`config.mk`:
```
export PLATFORM = sky130hd
export DESIGN_NAME = rx_frontend
export DESIGN_NICKNAME = d
export VERILOG_FILES = /design/src/rtl/uart_pkg.sv /design/src/rtl/synchronizer.sv /design/src/rtl/rx_frontend.sv
export SDC_FILE = /design/constraint.sdc
export NUM_CORES = 1
export LEC_CHECK = 0
export CAP_MARGIN = 20
export CORE_UTILIZATION = 52
export CTS_CLUSTER_SIZE = 28
export DETAILED_ROUTE_END_ITERATION = 6
export HOLD_SLACK_MARGIN = 0.03
export PLACE_DENSITY = 0.79
export SETUP_SLACK_MARGIN = 0.02
export SYNTH_ARGS = -nofsm -noshare
export SYNTH_HDL_FRONTEND = slang
export SYNTH_SLANG_ARGS = --single-unit
```
`constraint.sdc`:
```
create_clock -name clk_i -period 2.5 [get_ports clk_i]
set_input_delay 0.25 -clock clk_i [delete_from_list [all_inputs] [get_ports clk_i]]
set_output_delay 0.25 -clock clk_i [all_outputs]
set_load 0.005 [all_outputs]
```
`src/rtl/uart_pkg.sv`:
```
// rtl/uart_pkg.sv - UART frame states and configuration encodings shared by rx/tx frontends
package uart_pkg;

  typedef enum logic [2:0] {
    IDLE   = 3'd0,
    START  = 3'd1,
    DATA   = 3'd2,
    PARITY = 3'd3,
    STOP   = 3'd4
  } state_t;

  localparam logic [1:0] PAR_NONE = 2'b00;
  localparam logic [1:0] PAR_ODD  = 2'b01;
  localparam logic [1:0] PAR_EVEN = 2'b10;

  localparam logic DS_7   = 1'b0;
  localparam logic DS_8   = 1'b1;
  localparam logic STOP_1 = 1'b0;
  localparam logic STOP_2 = 1'b1;

  // One-hot bit counter seed for the data field; bit 0 marks the last data bit.
  function automatic logic [7:0] data_bit_seed(input logic ds);
    return (ds == DS_8) ? 8'h80 : 8'h40;
  endfunction

endpackage

```
`src/rtl/synchronizer.sv`:
```
// rtl/synchronizer.sv - multi-flop synchronizer for an asynchronous line, resets to idle-high
module synchronizer #(
  parameter int STAGES = 2
) (
  input  logic clk_i,
  input  logic rst_i,
  input  logic d_i,
  output logic q_o
);

  logic [STAGES-1:0] ff_q;

  always_ff @(posedge clk_i) begin
    if (rst_i) begin
      ff_q <= '1;
    end else begin
      ff_q <= {ff_q[STAGES-2:0], d_i};
    end
  end

  assign q_o = ff_q[STAGES-1];

endmodule

```
`src/rtl/rx_frontend.sv`:
```
// rtl/rx_frontend.sv - UART receive deserializer with mid-bit sampling, parity and stop checks
module rx_frontend
  import uart_pkg::*;
#(
  parameter int SYNC_STAGES = 2
) (
  input  logic        clk_i,
  input  logic        rst_i,
  input  logic [15:0] cr_clk_div_i,
  input  logic        cr_ds_i,
  input  logic [1:0]  cr_p_i,
  input  logic        cr_s_i,
  input  logic        uart_rx_i,
  output logic [7:0]  dr_o,
  output logic        valid_o,
  output logic        parity_error_o,
  output logic        frame_error_o
);

  logic rx_s;

  synchronizer #(.STAGES(SYNC_STAGES)) u_sync (
    .clk_i (clk_i),
    .rst_i (rst_i),
    .d_i   (uart_rx_i),
    .q_o   (rx_s)
  );

  state_t      state_q, state_d;
  logic [15:0] baud_q, baud_d;
  logic [15:0] div_q, div_d;
  logic [7:0]  bit_q, bit_d;
  logic [7:0]  shift_q, shift_d;
  logic        ds_q, ds_d;
  logic [1:0]  p_q, p_d;
  logic        s_q, s_d;
  logic        par_q, par_d;
  logic        perr_q, perr_d;
  logic        ferr_q, ferr_d;
  logic        seen_high_q, seen_high_d;
  logic [7:0]  dr_q, dr_d;
  logic        valid_q, valid_d;
  logic        pe_q, pe_d;
  logic        fe_q, fe_d;
  logic        sample;

  assign sample = (baud_q == 16'd0);

  always_comb begin
    state_d     = state_q;
    baud_d      = baud_q;
    div_d       = div_q;
    bit_d       = bit_q;
    shift_d     = shift_q;
    ds_d        = ds_q;
    p_d         = p_q;
    s_d         = s_q;
    par_d       = par_q;
    perr_d      = perr_q;
    ferr_d      = ferr_q;
    seen_high_d = seen_high_q;
    dr_d        = dr_q;
    valid_d     = 1'b0;
    pe_d        = pe_q;
    fe_d        = fe_q;

    if (state_q == IDLE) begin
      if (rx_s) seen_high_d = 1'b1;
      // A falling edge only counts after the line was seen high, so a held break is ignored.
      if (!rx_s && seen_high_q) begin
        state_d = START;
        ds_d    = cr_ds_i;
        p_d     = cr_p_i;
        s_d     = cr_s_i;
        div_d   = cr_clk_div_i;
        baud_d  = (cr_clk_div_i >> 1) - 16'd1;
        par_d   = 1'b0;
        perr_d  = 1'b0;
        ferr_d  = 1'b0;
      end
    end else if (!sample) begin
      baud_d = baud_q - 16'd1;
    end else begin
      baud_d = div_q - 16'd1;
      case (state_q)
        START: begin
          if (!rx_s) begin
            state_d = DATA;
            bit_d   = data_bit_seed(ds_q);
            shift_d = 8'h00;
          end else begin
            state_d     = IDLE;
            seen_high_d = 1'b1;
          end
        end
        DATA: begin
          shift_d = {rx_s, shift_q[7:1]};
          par_d   = par_q ^ rx_s;
          bit_d   = bit_q >> 1;
          if (bit_q[0]) begin
            if (ds_q == DS_7) shift_d = {1'b0, rx_s, shift_q[7:2]};
            state_d = (p_q != PAR_NONE) ? PARITY : STOP;
            bit_d   = (s_q == STOP_2) ? 8'h02 : 8'h01;
          end
        end
        PARITY: begin
          perr_d  = rx_s ^ p_q[0] ^ par_q;
          state_d = STOP;
        end
        STOP: begin
          ferr_d = ferr_q | ~rx_s;
          bit_d  = bit_q >> 1;
          if (bit_q[0]) begin
            dr_d        = shift_q;
            pe_d        = perr_q;
            fe_d        = ferr_q | ~rx_s;
            valid_d     = 1'b1;
            state_d     = IDLE;
            seen_high_d = rx_s;
          end
        end
        default: state_d = IDLE;
      endcase
    end
  end

  always_ff @(posedge clk_i) begin
    if (rst_i) begin
      state_q     <= IDLE;
      baud_q      <= 16'd0;
      div_q       <= 16'd0;
      bit_q       <= 8'h00;
      shift_q     <= 8'h00;
      ds_q        <= DS_8;
      p_q         <= PAR_NONE;
      s_q         <= STOP_1;
      par_q       <= 1'b0;
      perr_q      <= 1'b0;
      ferr_q      <= 1'b0;
      seen_high_q <= 1'b0;
      dr_q        <= 8'h00;
      valid_q     <= 1'b0;
      pe_q        <= 1'b0;
      fe_q        <= 1'b0;
    end else begin
      state_q     <= state_d;
      baud_q      <= baud_d;
      div_q       <= div_d;
      bit_q       <= bit_d;
      shift_q     <= shift_d;
      ds_q        <= ds_d;
      p_q         <= p_d;
      s_q         <= s_d;
      par_q       <= par_d;
      perr_q      <= perr_d;
      ferr_q      <= ferr_d;
      seen_high_q <= seen_high_d;
      dr_q        <= dr_d;
      valid_q     <= valid_d;
      pe_q        <= pe_d;
      fe_q        <= fe_d;
    end
  end

  assign dr_o           = dr_q;
  assign valid_o        = valid_q;
  assign parity_error_o = pe_q;
  assign frame_error_o  = fe_q;

endmodule

```
==> impl_results.md <==
* Flops & latches, synth at just over 70
* Worst Hold End: u_sync.ff_q[1]
* Port bufs at 33
* Final setup margin at approximately 0.056 ns
* Hpwl dp at approximately 6.1 mm
* Status: finished, final reports clean
* Reg-to-reg critical path endpoint: baud_q[15]
* PD cells at about 810 mW/mm^2
* CTS Buffer Depth at 2
* Register area share after synthesis at between 30% and 40%
* Netlist cell types at 62
* Antenna diode count at 0
* Post-route clock period utilization at 97.8%
* Syn Inst Count at ~460
* WP buf/inv at 4
* Clock root buffer: clkbuf_8
* Hold Path Depth at 1
* Standard-cell rows at 29
* Crit path top cell by count: buf_4
* Leakage power at around 0.0015 uW
* Area growth syn-to-layout at 23.7%
* Max stage delay cell, worst path: dfxtp_1
* Multi-input gate area at a little over 0.002 mm^2
* Via density at 5.91
* Worst R2R Path Depth at 10
* Routed met1 length at approximately 4.2 mm
* Initial detailed-routing violation count at 156
* Post-synthesis cell area at 0.00360 mm^2
* Ys flop type: dfxtp_1
* Fin. Hold Viols at 0
* Min-delay src: u_sync.ff_q[0]
* Overall power at 3620 uW
* Setup slack, reg-to-reg at 0.06 ns
* CTS tree: done
* Congestion Overflow GR at 0
* Hold buffers post-CTS at 0
* Routability Congestion at 0.891
* Critical Path RT at ~2.7 ns
* First-pass GRT wire length at 14.9 mm
* Number of fill cells at 531
* Vias in the first global route at approximately 3,200
* Routed met2 length at between 4 and 5 mm
* Clock Skew at 0.0100 ns
* Total CTS buffers at 9
* Initial Util at between 50 and 60%
* Hold Crit Class: flip-flop to flip-flop
* Initial antenna violation count at 0
* Residual DRC at 0
* Drt total wl at approximately 8.9 mm
* Vias post-DR at 3,458
* Synth Warn # at 0
* Async S/R FF share, synth at 0%
* CTS H-tree depth at 3
* Number of synthesized flops with an enable pin at 0
* Post-route ant nets at 0
* Crit path max fanout at 15
* Die Wd at 85.3 um
* Reg2reg start: baud_q[10]
* Final setup vio count at 0
* Final non-filler cell total at ~590
* Met3 wire length at 476 um
* Register area at roughly 0.0014 mm^2
* Top Layer Used: met4
* Largest net degree at the start of global routing at 41
* Fin crit period at roughly 2.4 ns
* All-Layer GR Usage at between 20% and 30%
* Critical path class: flip-flop to flip-flop
* Worst Tran Pin Value at between 0.8 and 0.9 ns
* Die area at between 0.007 and 0.008 mm^2
* CTS sink count at 72
* CP top delay family: simple AND/OR/NAND/NOR gates
* Crit. End Element: flip-flop
* Placed cells at around 560
* DR WL/cell at approximately 15 um
* Final nets at roughly 530
* Drt pass-1 iters at 4
* Slowest stage delay, CP at 0.34 ns
* Rel. slew slack at a little under half
* FMAX at roughly 400 MHz
* Mean Syn Cell Area at 7.92 um^2
* Ports at 34
* Post-place setup slack at -0.0115 ns
* Core box area at between 0.006 and 0.007 mm^2
* Share of cells above drive strength 1 at 17.1%
* Setup TNS at 0 ns
* Worst vdd ir at 414 uV
* Worst Path Arrival at around 2.7 ns
* Reg clk slew, reported paths at ~0.080 ns
* Critical Path Source Type: flip-flop
* Worst skew pair latency at between 0.3 and 0.4 ns
* Total of max-cap violations at 0
* Syn Nets at approximately 480
* Final Max Slew Viols at 0
* CP Cell Sequence: nor4_2 -> buf_4 -> and4_4 -> buf_12 -> a32o_2 -> nor4_4 -> buf_4 -> buf_4 -> and4_1 -> a2111oi_2
* Chip height at roughly 85 um
[cells in the final DEF, fill, tap and decap left out, types with 8 or more instances in the layout]
cell type        synthesis  routed
buf_4                    0      35
nand2_1                 83      83
mux2i_1                  8       8
dfxtp_1                 72      72
a21oi_1                 55      55
clkdlybuf4s50_1          0      32
nor3_1                  16      16
nand3_1                  8       8
clkbuf_8                 0       9
o21ai_0                  8       8
nor2_1                  59      59
a211oi_1                12      12
[per-stage QoR]
| step | hold slack, ns | utilization, % | instance area (um^2) |
|---|---|---|---|
| global placement | 0.398 | 63.8 | 4170 |
| detailed placement | 0.406 | 63.8 | 4170 |
| CTS | 0.427 | 67.0 | 4380 |
| floorplan | 0.354 | - | 3620 |
| finish | 0.425 | 68.3 | 4460 |
| global route | 0.446 | 68.3 | 4460 |
[cell usage after synthesis, types with 3 or more instances]
cell	count	area share [%]
clkbuf_1	26	2.7
inv_1	3	0.31
o21bai_1	3	0.62
mux2_2	6	1.9
and4_1	3	0.73
o21ai_0	8	1.1
nand2_1	83	8.6
nand2b_1	4	0.69
a211oi_1	12	2.5
a31oi_1	3	0.52
nand4_1	4	0.69
nor4_1	5	0.87
a311oi_1	6	1.5
nor2_1	59	6.1
a21oi_1	55	7.6
nor3_1	16	2.2
or3_1	5	0.87
buf_2	3	0.42
mux2i_1	8	2.2
nor2b_1	3	0.52
a31o_2	3	0.73
xor2_1	4	0.97
dfxtp_1	72	40
buf_6	3	0.94
xnor2_1	3	0.73
nand3_1	8	1.1
a21o_1	3	0.62
[sequential cells by signal, summed over array words and instances, names as in the netlist, 2 cells and up]
signal       cells
baud_q          16
bit_q            8
div_q           16
dr_o             8
p_q              2
shift_q          8
state_q          3
u_sync.ff_q      2
[cell families after synthesis]
kind of cell | after synthesis | synth area share, %
flip-flops | 72 | 40.0
adder cells (fa/ha/maj) | 1 | 0.347
AND/OR/NAND/NOR | 204 | 26.4
XOR/XNOR | 7 | 1.70
buffers and inverters | 36 | 4.48
AO/OA/AOI/OAI | 121 | 23.0
multiplexers | 14 | 4.10
[worst max-delay path by stage]
stage,start,end,slack [ns],cells after the start
after global routing,baud_q[10],baud_q[15],-0.02,10
after CTS,state_q[2],baud_q[14],0.05,8
after global placement,state_q[2],baud_q[14],0.09,8
final,baud_q[10],baud_q[15],0.06,10
after detailed placement,state_q[2],baud_q[15],-0.01,7
after floorplan,state_q[0],baud_q[14],0.03,11
[routing by layer]
layer / track usage, % / up-vias
li1: - / 1711
met1: 34.0 / 1631
met2: 41.6 / 110
met3: 6.42 / 6
met4: 6.52 / 0
met5: 0 / -
[power by group]
group          internal (uW)  total, uW  switching (uW)
clock network            460        905             444
registers               1250       1370             116
logic                    623       1340             719
[layout make-up]
| type | count | share of cell area, % |
|---|---|---|
| multi-input combinational | 347 | 46.4 |
| inverter | 3 | 0.253 |
| sequential | 72 | 32.3 |
| timing repair buffer | 71 | 14.5 |
| clock buffer | 9 | 2.78 |
| tap | 77 | 2.16 |
| clock inverter | 6 | 1.54 |
[repair_timing]
item / 4_1_cts / 5_1_grt
endpoints found under the setup margin: 3 / 9
pin swaps: 2 / 4
resized for setup: 3 / 9
setup buffers: 2 / 4
gates cloned: 0 / 0
(Power assumes the default switching activity.)
